**config.mk**
```make
export PLATFORM = sky130hd
export DESIGN_NAME = bldc_commutation_ctrl_flat
export DESIGN_NICKNAME = d
export VERILOG_FILES = /design/src/rtl/bldc_commutation_ctrl_if.sv /design/src/rtl/bldc_commutation_ctrl.sv /design/src/flat_wrapper.sv
export SDC_FILE = /design/constraint.sdc
export NUM_CORES = 1
export LEC_CHECK = 0
export CORE_MARGIN = 1
export CORE_UTILIZATION = 57
export CTS_BUF_LIST = sky130_fd_sc_hd__clkbuf_8 sky130_fd_sc_hd__clkbuf_16
export CTS_CLUSTER_DIAMETER = 150
export DETAILED_ROUTE_END_ITERATION = 16
export PLACE_DENSITY_LB_ADDON = 0.25
export SLEW_MARGIN = 20
export SYNTH_ARGS = -nofsm -noshare
export SYNTH_HDL_FRONTEND = slang
export SYNTH_SLANG_ARGS = --single-unit
```
**constraint.sdc**
```tcl
create_clock -name clk -period 3.8 [get_ports clk]
set_clock_uncertainty 0.15 [all_clocks]
set_input_delay 0.76 -clock clk [delete_from_list [all_inputs] [get_ports clk]]
set_output_delay 0.76 -clock clk [all_outputs]
set_load 0.05 [all_outputs]
```
**src/rtl/bldc_commutation_ctrl_if.sv**
```systemverilog
// Command/status bundle for the BLDC commutation controller.
// master: the supervisor that issues run requests and reads gate/state status.
// slave : the commutation controller itself.
interface bldc_commutation_ctrl_if;
    logic       enable;
    logic       dir;
    logic [7:0] duty;
    logic [2:0] hall;
    logic       fault_clr;
    logic [2:0] hin;
    logic [2:0] lin_n;
    logic [2:0] step;
    logic [2:0] mode;
    logic       fault;

    modport master (
        output enable, dir, duty, hall, fault_clr,
        input  hin, lin_n, step, mode, fault
    );

    modport slave (
        input  enable, dir, duty, hall, fault_clr,
        output hin, lin_n, step, mode, fault
    );
endinterface

```
**src/rtl/bldc_commutation_ctrl.sv**
```systemverilog
// Six-step BLDC commutation: align, open-loop ramp, hall lock, closed-loop
// commutation with stall/invalid-hall fault, PWM on the low side and dead time
// after every step change.

// One bridge phase: high side is static, low side is chopped by the PWM.
module bldc_phase_drv (
    input  logic drive_hi,
    input  logic drive_lo,
    input  logic pwm_on,
    output logic hin,
    output logic lin_n
);
    assign hin   = drive_hi;
    assign lin_n = ~(drive_lo & pwm_on);
endmodule

module bldc_commutation_ctrl #(
    parameter int STEP_CYCLES  = 2700,
    parameter int ALIGN_CYCLES = 8100,
    parameter int DEAD_CYCLES  = 4,
    parameter int LOCK_EDGES   = 12,
    parameter int STALL_CYCLES = 65535
) (
    input  logic                     clk,
    input  logic                     rst_n,
    bldc_commutation_ctrl_if.slave   bus
);
    // One shared timer serves align, open-loop step and stall timing.
    localparam int TMAX = (STALL_CYCLES > ALIGN_CYCLES)
                        ? ((STALL_CYCLES > STEP_CYCLES) ? STALL_CYCLES : STEP_CYCLES)
                        : ((ALIGN_CYCLES > STEP_CYCLES) ? ALIGN_CYCLES : STEP_CYCLES);
    localparam int TW = $clog2(TMAX + 1);
    localparam int LW = $clog2(LOCK_EDGES + 1);
    localparam int DW = $clog2(DEAD_CYCLES + 1);

    typedef enum logic [2:0] {
        IDLE   = 3'd0,
        ALIGN  = 3'd1,
        OPEN   = 3'd2,
        CLOSED = 3'd3,
        FAULT  = 3'd4
    } mode_e;

    mode_e           mode_q, mode_n;
    logic [2:0]      step_q, step_n;
    logic [TW-1:0]   timer_q, timer_n;
    logic [LW-1:0]   lock_q, lock_n;
    logic [DW-1:0]   dead_q, dead_n;
    logic            dir_q, dir_n;
    logic [7:0]      pwm_q;
    logic [1:0][2:0] hall_sync_q;
    logic [2:0]      hall_prev_q;
    logic            inval_q;

    logic [2:0]      hall_s;
    logic [2:0]      hall_step;
    logic            hall_ok;
    logic            hall_edge;
    logic            edge_ok;
    logic [2:0]      step_fwd;
    logic            lock_hit;
    logic            pwm_on;
    logic            gate_en;
    logic [2:0]      hi_sel, lo_sel;
    logic [2:0]      hin_w, lin_n_w;

    // +1 forward / -1 reverse, modulo 6.
    function automatic logic [2:0] step_adv(input logic [2:0] s, input logic rev);
        if (rev) return (s == 3'd0) ? 3'd5 : s - 3'd1;
        return (s == 3'd5) ? 3'd0 : s + 3'd1;
    endfunction

    assign hall_s    = hall_sync_q[1];
    assign hall_edge = (hall_s != hall_prev_q);
    assign edge_ok   = hall_edge && hall_ok;
    assign step_fwd  = step_adv(step_q, dir_q);
    assign pwm_on    = (pwm_q < bus.duty);

    // Hall code to rotor sector; 000 and 111 flag a sensor fault.
    always_comb begin
        hall_ok   = 1'b1;
        hall_step = 3'd0;
        case (hall_s)
            3'b001:  hall_step = 3'd0;
            3'b011:  hall_step = 3'd1;
            3'b010:  hall_step = 3'd2;
            3'b110:  hall_step = 3'd3;
            3'b100:  hall_step = 3'd4;
            3'b101:  hall_step = 3'd5;
            default: hall_ok   = 1'b0;
        endcase
    end

    // Sequencer next state: mode, step, timers, lock count, direction latch.
    always_comb begin
        mode_n   = mode_q;
        step_n   = step_q;
        timer_n  = timer_q;
        lock_n   = lock_q;
        dir_n    = dir_q;
        lock_hit = 1'b0;
        case (mode_q)
            IDLE: begin
                step_n  = 3'd0;
                timer_n = '0;
                lock_n  = '0;
                if (bus.enable) begin
                    mode_n = ALIGN;
                    dir_n  = bus.dir;
                end
            end
            ALIGN: begin
                if (!bus.enable) begin
                    mode_n  = IDLE;
                    timer_n = '0;
                end else if (timer_q == TW'(ALIGN_CYCLES - 1)) begin
                    mode_n  = OPEN;
                    timer_n = '0;
                end else begin
                    timer_n = timer_q + TW'(1);
                end
            end
            OPEN: begin
                if (!bus.enable) begin
                    mode_n  = IDLE;
                    timer_n = '0;
                end else begin
                    // Lock tracks hall edges against the open-loop next step.
                    if (edge_ok && hall_step == step_fwd) begin
                        if (lock_q == LW'(LOCK_EDGES - 1)) lock_hit = 1'b1;
                        else                               lock_n   = lock_q + LW'(1);
                    end else if (hall_edge) begin
                        lock_n = '0;
                    end
                    // Lock takes priority; a coincident timer step is dropped.
                    if (lock_hit) begin
                        mode_n  = CLOSED;
                        timer_n = '0;
                        lock_n  = '0;
                    end else if (timer_q == TW'(STEP_CYCLES - 1)) begin
                        step_n  = step_fwd;
                        timer_n = '0;
                    end else begin
                        timer_n = timer_q + TW'(1);
                    end
                end
            end
            CLOSED: begin
                if (!bus.enable) begin
                    mode_n  = IDLE;
                    timer_n = '0;
                end else if (!hall_ok && inval_q) begin
                    mode_n  = FAULT;
                    timer_n = '0;
                end else if (edge_ok) begin
                    step_n  = step_adv(hall_step, dir_q);
                    timer_n = '0;
                end else if (timer_q == TW'(STALL_CYCLES - 1)) begin
                    mode_n  = FAULT;
                    timer_n = '0;
                end else begin
                    timer_n = timer_q + TW'(1);
                end
            end
            FAULT: begin
                timer_n = '0;
                if (bus.fault_clr && !bus.enable) mode_n = IDLE;
            end
            default: begin
                mode_n  = IDLE;
                timer_n = '0;
            end
        endcase

        // Any step change restarts the dead-time window.
        dead_n = dead_q;
        if (step_n != step_q)    dead_n = DW'(DEAD_CYCLES);
        else if (dead_q != '0)   dead_n = dead_q - DW'(1);
    end

    // State registers, hall synchronizer and free-running PWM counter.
    always_ff @(posedge clk or negedge rst_n) begin
        if (!rst_n) begin
            mode_q      <= IDLE;
            step_q      <= 3'd0;
            timer_q     <= '0;
            lock_q      <= '0;
            dead_q      <= '0;
            dir_q       <= 1'b0;
            pwm_q       <= 8'd0;
            hall_sync_q <= '0;
            hall_prev_q <= 3'd0;
            inval_q     <= 1'b0;
        end else begin
            mode_q      <= mode_n;
            step_q      <= step_n;
            timer_q     <= timer_n;
            lock_q      <= lock_n;
            dead_q      <= dead_n;
            dir_q       <= dir_n;
            pwm_q       <= pwm_q + 8'd1;
            hall_sync_q <= {hall_sync_q[0], bus.hall};
            hall_prev_q <= hall_s;
            inval_q     <= ~hall_ok;
        end
    end

    // Step table: which phase is sourced (high) and which is sunk (low).
    always_comb begin
        hi_sel = 3'b000;
        lo_sel = 3'b000;
        case (step_q)
            3'd0: begin hi_sel = 3'b100; lo_sel = 3'b010; end
            3'd1: begin hi_sel = 3'b100; lo_sel = 3'b001; end
            3'd2: begin hi_sel = 3'b010; lo_sel = 3'b001; end
            3'd3: begin hi_sel = 3'b010; lo_sel = 3'b100; end
            3'd4: begin hi_sel = 3'b001; lo_sel = 3'b100; end
            3'd5: begin hi_sel = 3'b001; lo_sel = 3'b010; end
            default: begin hi_sel = 3'b000; lo_sel = 3'b000; end
        endcase
    end

    // enable is used raw so dropping it kills the gates in the same cycle.
    assign gate_en = bus.enable && (dead_q == '0) &&
                     (mode_q == ALIGN || mode_q == OPEN || mode_q == CLOSED);

    generate
        for (genvar g = 0; g < 3; g++) begin : g_phase
            bldc_phase_drv u_drv (
                .drive_hi (gate_en & hi_sel[g]),
                .drive_lo (gate_en & lo_sel[g]),
                .pwm_on   (pwm_on),
                .hin      (hin_w[g]),
                .lin_n    (lin_n_w[g])
            );
        end
    endgenerate

    assign bus.hin   = hin_w;
    assign bus.lin_n = lin_n_w;
    assign bus.step  = step_q;
    assign bus.mode  = mode_q;
    assign bus.fault = (mode_q == FAULT);
endmodule

```
**src/flat_wrapper.sv**
```systemverilog
// flat-port wrapper written by rule: the top's interface ports become plain ports
module bldc_commutation_ctrl_flat 
#(
    parameter int STEP_CYCLES  = 2700,
    parameter int ALIGN_CYCLES = 8100,
    parameter int DEAD_CYCLES  = 4,
    parameter int LOCK_EDGES   = 12,
    parameter int STALL_CYCLES = 65535
)
  (clk, rst_n, bus_enable, bus_dir, bus_duty, bus_hall, bus_fault_clr, bus_hin, bus_lin_n, bus_step, bus_mode, bus_fault);
  bldc_commutation_ctrl_if bus_i ();
  input  logic clk;
  input  logic rst_n;
  input wire logic [$bits(bus_i.enable)-1:0] bus_enable;
  input wire logic [$bits(bus_i.dir)-1:0] bus_dir;
  input wire logic [$bits(bus_i.duty)-1:0] bus_duty;
  input wire logic [$bits(bus_i.hall)-1:0] bus_hall;
  input wire logic [$bits(bus_i.fault_clr)-1:0] bus_fault_clr;
  output wire logic [$bits(bus_i.hin)-1:0] bus_hin;
  output wire logic [$bits(bus_i.lin_n)-1:0] bus_lin_n;
  output wire logic [$bits(bus_i.step)-1:0] bus_step;
  output wire logic [$bits(bus_i.mode)-1:0] bus_mode;
  output wire logic [$bits(bus_i.fault)-1:0] bus_fault;
  assign bus_i.enable = bus_enable;
  assign bus_i.dir = bus_dir;
  assign bus_i.duty = bus_duty;
  assign bus_i.hall = bus_hall;
  assign bus_i.fault_clr = bus_fault_clr;
  assign bus_hin = bus_i.hin;
  assign bus_lin_n = bus_i.lin_n;
  assign bus_step = bus_i.step;
  assign bus_mode = bus_i.mode;
  assign bus_fault = bus_i.fault;
  bldc_commutation_ctrl #(.STEP_CYCLES(STEP_CYCLES), .ALIGN_CYCLES(ALIGN_CYCLES), .DEAD_CYCLES(DEAD_CYCLES), .LOCK_EDGES(LOCK_EDGES), .STALL_CYCLES(STALL_CYCLES)) u_core (.clk(clk), .rst_n(rst_n), .bus(bus_i));
endmodule
```
==> results of run 1 <==
[metrics by stage]
stage	instances	worst slack, ns	area, um2	total power, mW
3_3_place_gp	418	0.0900	3330	1.29
2_1_floorplan	331	0.335	2990	1.12
4_1_cts	426	0.0753	3450	1.69
3_5_place_dp	418	0.0922	3330	1.31
5_1_grt	426	0.0210	3460	1.79
6_report	426	0.130	3460	1.69
[cells in the mapped netlist, drive strengths merged (9+ instances only)]
cell type / number
nand2: 23
o21ai: 12
nor2: 41
dfrtp: 48
xnor2: 19
nor2b: 9
ha: 14
nand4: 12
xor2: 11
buf: 11
inv: 24
nand3: 13
[what timing repair did]
action / 4_1_cts / 5_1_grt
resized for setup: 0 / 1
hold endpoints to repair: 0 / 0
endpoints found under the setup margin: 0 / 3
[flip-flops by register name (all words and copies together) (netlist names)]
register and flops:
u_core.bus.mode 3, u_core.hall_prev_q 3, u_core.timer_q 16, u_core.dead_q 3, u_core.lock_q 4, u_core.bus.step 3, u_core.dir_q 1, u_core.hall_s 3
u_core.inval_q 1, u_core.hall_sync_q 3, u_core.pwm_q 8
[where the power goes]
group | total [mW] | switching [mW] | internal (mW) | leakage (nW)
Sequential | 0.643 | 0.0772 | 0.566 | 0.622
Clock | 0.377 | 0.179 | 0.198 | 0.0548
Combinational | 0.666 | 0.412 | 0.254 | 0.820
[per-layer routing]
metal  routed length, um  up-vias
met2                2960       42
met5                   0        -
met4                 110        0
li1                    -     1225
met3                 203       12
met1                2780     1190
[worst max-delay path by stage]
stage,endpoint,slack (ns),cells after the start
floorplan,u_core.dead_q[2],0.34,9
global placement,bus_lin_n[2],0.09,10
detailed placement,bus_lin_n[2],0.09,10
CTS,bus_lin_n[2],0.08,10
global route,bus_lin_n[2],0.02,10
finish,bus_lin_n[0],0.13,10
[kinds of logic after synthesis]
logic type | Yosys count | share of synthesized area (%)
AO/OA/AOI/OAI | 61 | 14.8
flip-flops | 48 | 40.2
XOR/XNOR | 30 | 8.80
buffers and inverters | 38 | 5.70
multiplexers | 1 | 0.377
adder cells (fa/ha/maj) | 14 | 5.87
AND/OR/NAND/NOR | 139 | 24.2
[layout by cell type (no fill, tap or decap), types with 4 or more instances in the layout]
cell type	netlist	final
nor3_1	5	5
clkbuf_8	0	5
o21ai_0	12	12
nand4_1	12	12
and3_1	4	4
nand2b_1	8	8
a21oi_1	7	7
buf_4	6	10
nor2b_1	9	9
xnor2_1	19	19
nor2_1	41	41
clkdlybuf4s50_1	0	21
xor2_1	11	11
nand3_1	12	12
inv_1	24	24
nand2_1	23	23
a31oi_1	6	6
dfrtp_1	48	48
ha_1	14	14
a21o_1	4	4
[cell type report]
| type | instances | area, um2 | share of cell area, % |
|---|---|---|---|
| clock buffers | 5 | 68.8 | 1.99 |
| clock inverters | 3 | 46.3 | 1.34 |
| inverters | 24 | 90.1 | 2.61 |
| multi-input cells | 245 | 1620 | 46.9 |
| flip-flops and latches | 48 | 1200 | 34.7 |
| well taps | 67 | 83.8 | 2.42 |
| repair buffers | 34 | 345 | 9.99 |
[critical path, stage by stage]
cell	delay [ns]
clkdlybuf4s50_1	0.45
inv_1	0.04
ha_1	0.28
a21o_1	0.16
a21o_1	0.17
a21o_1	0.18
a211o_1	0.30
o2111ai_2	0.09
nand4_1	0.13
buf_4	0.21
==> summary.txt, run 1 <==
via count: 2469
worst hold start: u_core.hall_sync_q[0]
fillcell total: 411
Nets: 388
Ports: 29
met2 usage: 41.0%
Fin. Hold Viols: 0
VDD IR max: 285 uV
# DRC: 0
GR Util All Layers: 24.1%
Post-synth ARST share: 100%
ys flop type: dfrtp_1
status: finished clean
clk slew on worst S/H paths: 0.09 ns
CTS tree: yes
synthesized area per cell: 9.02 um2
Startpoint Class: primary input
num rows: 25
clk root buf: clkbuf_8
first drt pass iteration count: 4
P_leak: 1.50 nW
initial core utilization: 61.2%
CP Capture Type: output pin
Reg2Reg Launch Point: u_core.bus.step[2]
Power Density: 488 mW/mm2
port bufs: 28
relative slew slack: 51.0%
first-pass GRT wire length: 10200 um
Post-Syn Instances: 331
RR Endpoint: u_core.dead_q[2]
gp weighted congestion: 0.887
Max H-tree Level: 2
Die Y: 74.4 um
Num CTS Buffers: 5
share of the synthesized area in the top cell type: 40.2%
utilization after layout: 70.8%
critical path arrival: 2.76 ns
remaining antenna violation count: 0
Antenna Cells: 0
worst hold path class: reg2reg
top cells by area, synth: dfrtp_1 40%, ha_1 5.9%, xnor2_1 5.6%, nor2_1 5.2%, xor2_1 3.2%
drt wl/cell: 14.2 um
Max-Cap Viols: 0
global route hottest layer: met2
worst hold slack: 0.204 ns
Worst Tran Pin Value: 0.727 ns
Post-synth EDFFs: 0
initial antenna violation count: 0
sequential share of the synthesized area: 40.2%
CTS Sinks: 48
pin count of the biggest net entering global routing: 49
Post-Syn Area: 0.00299 mm2
clk_lat worst skew: 0.30 ns
GR Layer Usage met1: 30.1%
synthesis-stage register bit count: 48
Synth area leader: dfrtp_1
met3 usage: 3.93%
number of DRC markers in iteration 0: 171
Max Freq: 0.273 GHz
r2r setup slk: 0.67 ns
Crit Path Category: in2out
crit path launch: bus_duty[1]
setup violators final: 0
Detailed Route WL: 6050 um
core area: 0.00488 mm2
post-route minimum period: 3.67 ns
proportion of layout cells with a drive suffix above 1: 8.91%
Hold Path Sink: u_core.hall_s[0]
Post-CTS Hold Buffers: 0
worst r2r path cells: 8
final setup TNS: 0 ns
Syn. warnings: 0
Post-CTS Setup Bufs: 0
Pins Over Slew Limit: 0
RSZ-0062 raised after global routing: no
post-DR vias/cell: 5.80
Clock Path Buffers: 2
vias in the first global route: 2338
required time of the critical path: 2.89 ns
synth unique cells: 59
Post-Syn Nets: 361
Die Span X: 74.4 um
Area Growth Syn to Fin: 15.8%
HPWL after DPL: 4450 um
Hold Crit Depth: 0
crit-path max FO: 3
GR Overflow Total: 0
Tcrit/Tclk final: 96.6%
die area: 0.00553 mm2
Note: power is estimated with default switching activity, not from simulation.
==> inputs of run 2 (changes only) <==
clock period = 4.2 ns   (was 3.8 ns; I/O delays follow)
==> run 2 against run 1 <==
Critical path depth unchanged. Die area unchanged. Register-to-register slack improved by 0.07 ns. Flip-flop and latch count unchanged. Non-clock buffer count decreased by 5. Global-route usage decreased by 1.2 points. Worst hold slack got worse by 0.0037 ns. Sequential share of layout area increased by 0.72 points. Critical path type unchanged. Largest power group is now sequential cells.
==> summary.txt, run 2 (synthesis results as in run 1) <==
PostCTS Resize Cnt: 0
Num CTS Buffers: 5
remaining antenna violation count: 0
gp weighted congestion: 0.911
P_leak: 1.47 nW
Power Density: 447 mW/mm2
most frequent cells in the layout: 48 x dfrtp_1, 41 x nor2_1, 24 x inv_1
final setup TNS: 0 ns
Crit Path Category: in2out
biggest regs: u_core.timer_q: 16 flops, u_core.pwm_q: 8 flops, u_core.lock_q: 4 flops
proportion of layout cells with a drive suffix above 1: 7.34%
CP max stage cell: clkdlybuf4s50_1
Ports: 29
critical path cell sequence: clkdlybuf4s50_1 -> inv_1 -> ha_1 -> a21o_1 -> a21o_1 -> a21o_1 -> a211o_1 -> o2111ai_1 -> o211ai_1 -> buf_4
drt wl/cell: 13.5 um
CTS tree: yes
commonest non-fill, non-tap cell in the layout: dfrtp_1
Pins Over Slew Limit: 0
CP max stage delay: 0.45 ns
relative slew slack: 54.2%
CP Capture Type: output pin
Post-CTS Setup Bufs: 0
area of the multi-input gates: 0.00162 mm2
Detailed Route WL: 5700 um
VDD IR max: 313 uV
Tcrit/Tclk final: 92.2%
CTS Sinks: 48
num rows: 25
HPWL after DPL: 4210 um
crit path launch: bus_duty[1]
worst hold start: u_core.hall_sync_q[0]
GR Util All Layers: 22.8%
setup violators final: 0
RSZ-0062 raised after global routing: no
Die Span X: 74.4 um
first-pass GRT wire length: 9720 um
max FFs per register: 16
fillcell total: 412
Antenna Cells: 0
Reg2Reg Launch Point: u_core.bus.step[2]
clk_lat worst skew: 0.30 ns
initial antenna violation count: 0
Area Growth Syn to Fin: 13.4%
Worst Tran Pin Value: 0.680 ns
clk root buf: clkbuf_8
crit-path max FO: 3
GR Overflow Total: 0
core area: 0.00488 mm2
initial core utilization: 61.2%
Nets: 383
via count: 2423
Startpoint Class: primary input
first drt pass iteration count: 4
vias in the first global route: 2262
Max Freq: 0.258 GHz
Die Y: 74.4 um
post-route minimum period: 3.87 ns
Post-CTS Hold Buffers: 0
required time of the critical path: 3.21 ns
pin count of the biggest net entering global routing: 49
port bufs: 28
Max-Cap Viols: 0
clk slew on worst S/H paths: 0.09 ns
Largest Register: u_core.timer_q
Max H-tree Level: 2
die area: 0.00553 mm2
Critical Path Most Common Cell: a21o_1
number of DRC markers in iteration 0: 127
Fin. Hold Viols: 0
status: finished clean
worst hold path class: reg2reg
# DRC: 0
FF/Latch Area: 0.00120 mm2
Clock Path Buffers: 2
post-DR vias/cell: 5.76
utilization after layout: 69.4%
critical path arrival: 2.88 ns
[run 2: cell types whose count changed in the layout (fill, tap and decap cells not counted)]
cell	previous run	this run
clkinvlp_4	1	0
buf_4	10	8
buf_12	3	0
inv_6	1	0
o2111ai_1	0	1
clkbuf_8	5	7
o2111ai_2	1	0
[run 2: power breakdown]
part	internal (mW)	total [mW]	switching [mW]
clock	0.210	0.359	0.149
combinational	0.212	0.564	0.352
sequential	0.512	0.592	0.0794
total	0.935	1.52	0.581
[run 2: worst paths after layout]
kind / endpoint / cells after the start / slack, ns
worst max-delay path: bus_lin_n[2] / 10 / 0.33
worst min-delay path: u_core.hall_s[0] / 0 / 0.20
worst max register to register: u_core.dead_q[2] / 8 / 0.74
worst min register to register: u_core.hall_s[0] / 0 / 0.20
max in group asynchronous: u_core.timer_q[15] / 1 / 3.11
min in group asynchronous: u_core.bus.step[0] / 1 / 0.38
[run 2: stage by stage]
| step | worst slack [ns] | hold WS [ns] | cells | power, mW | area, um2 |
|---|---|---|---|---|---|
| after floorplan | 0.735 | 0.181 | 331 | 1.01 | 2990 |
| after global placement | 0.331 | 0.181 | 413 | 1.15 | 3260 |
| after detailed placement | 0.332 | 0.190 | 413 | 1.16 | 3260 |
| after CTS | 0.321 | 0.209 | 421 | 1.52 | 3380 |
| after global routing | 0.157 | 0.220 | 421 | 1.61 | 3390 |
| final | 0.329 | 0.200 | 421 | 1.52 | 3390 |
[run 2: worst max-delay path, delay by kind of cell]
| family | cells | cell delay (ns) |
|---|---|---|
| AO/OA/AOI/OAI | 6 | 1.05 |
| buffers and inverters | 3 | 0.70 |
| adder cells (fa/ha/maj) | 1 | 0.28 |
[run 2: cell type report]
type	count	share of cell area, %
Timing Repair Buffer	29	7.98
Inverter	24	2.66
Clock inverter	1	0.887
Clock buffer	7	2.84
Multi-Input combinational cell	245	47.7
Sequential cell	48	35.5
Tap cell	67	2.48
[run 2: routing by layer]
layer / track usage (%) / wire (um) / up-vias / share of wire (%)
met4: 9.43 / 97 / 0 / 1.7
met2: 37.6 / 2680 / 50 / 47
met1: 29.8 / 2730 / 1138 / 48
li1: - / - / 1224 / -
met5: 0 / 0 / - / 0
met3: 3.79 / 187 / 11 / 3.3
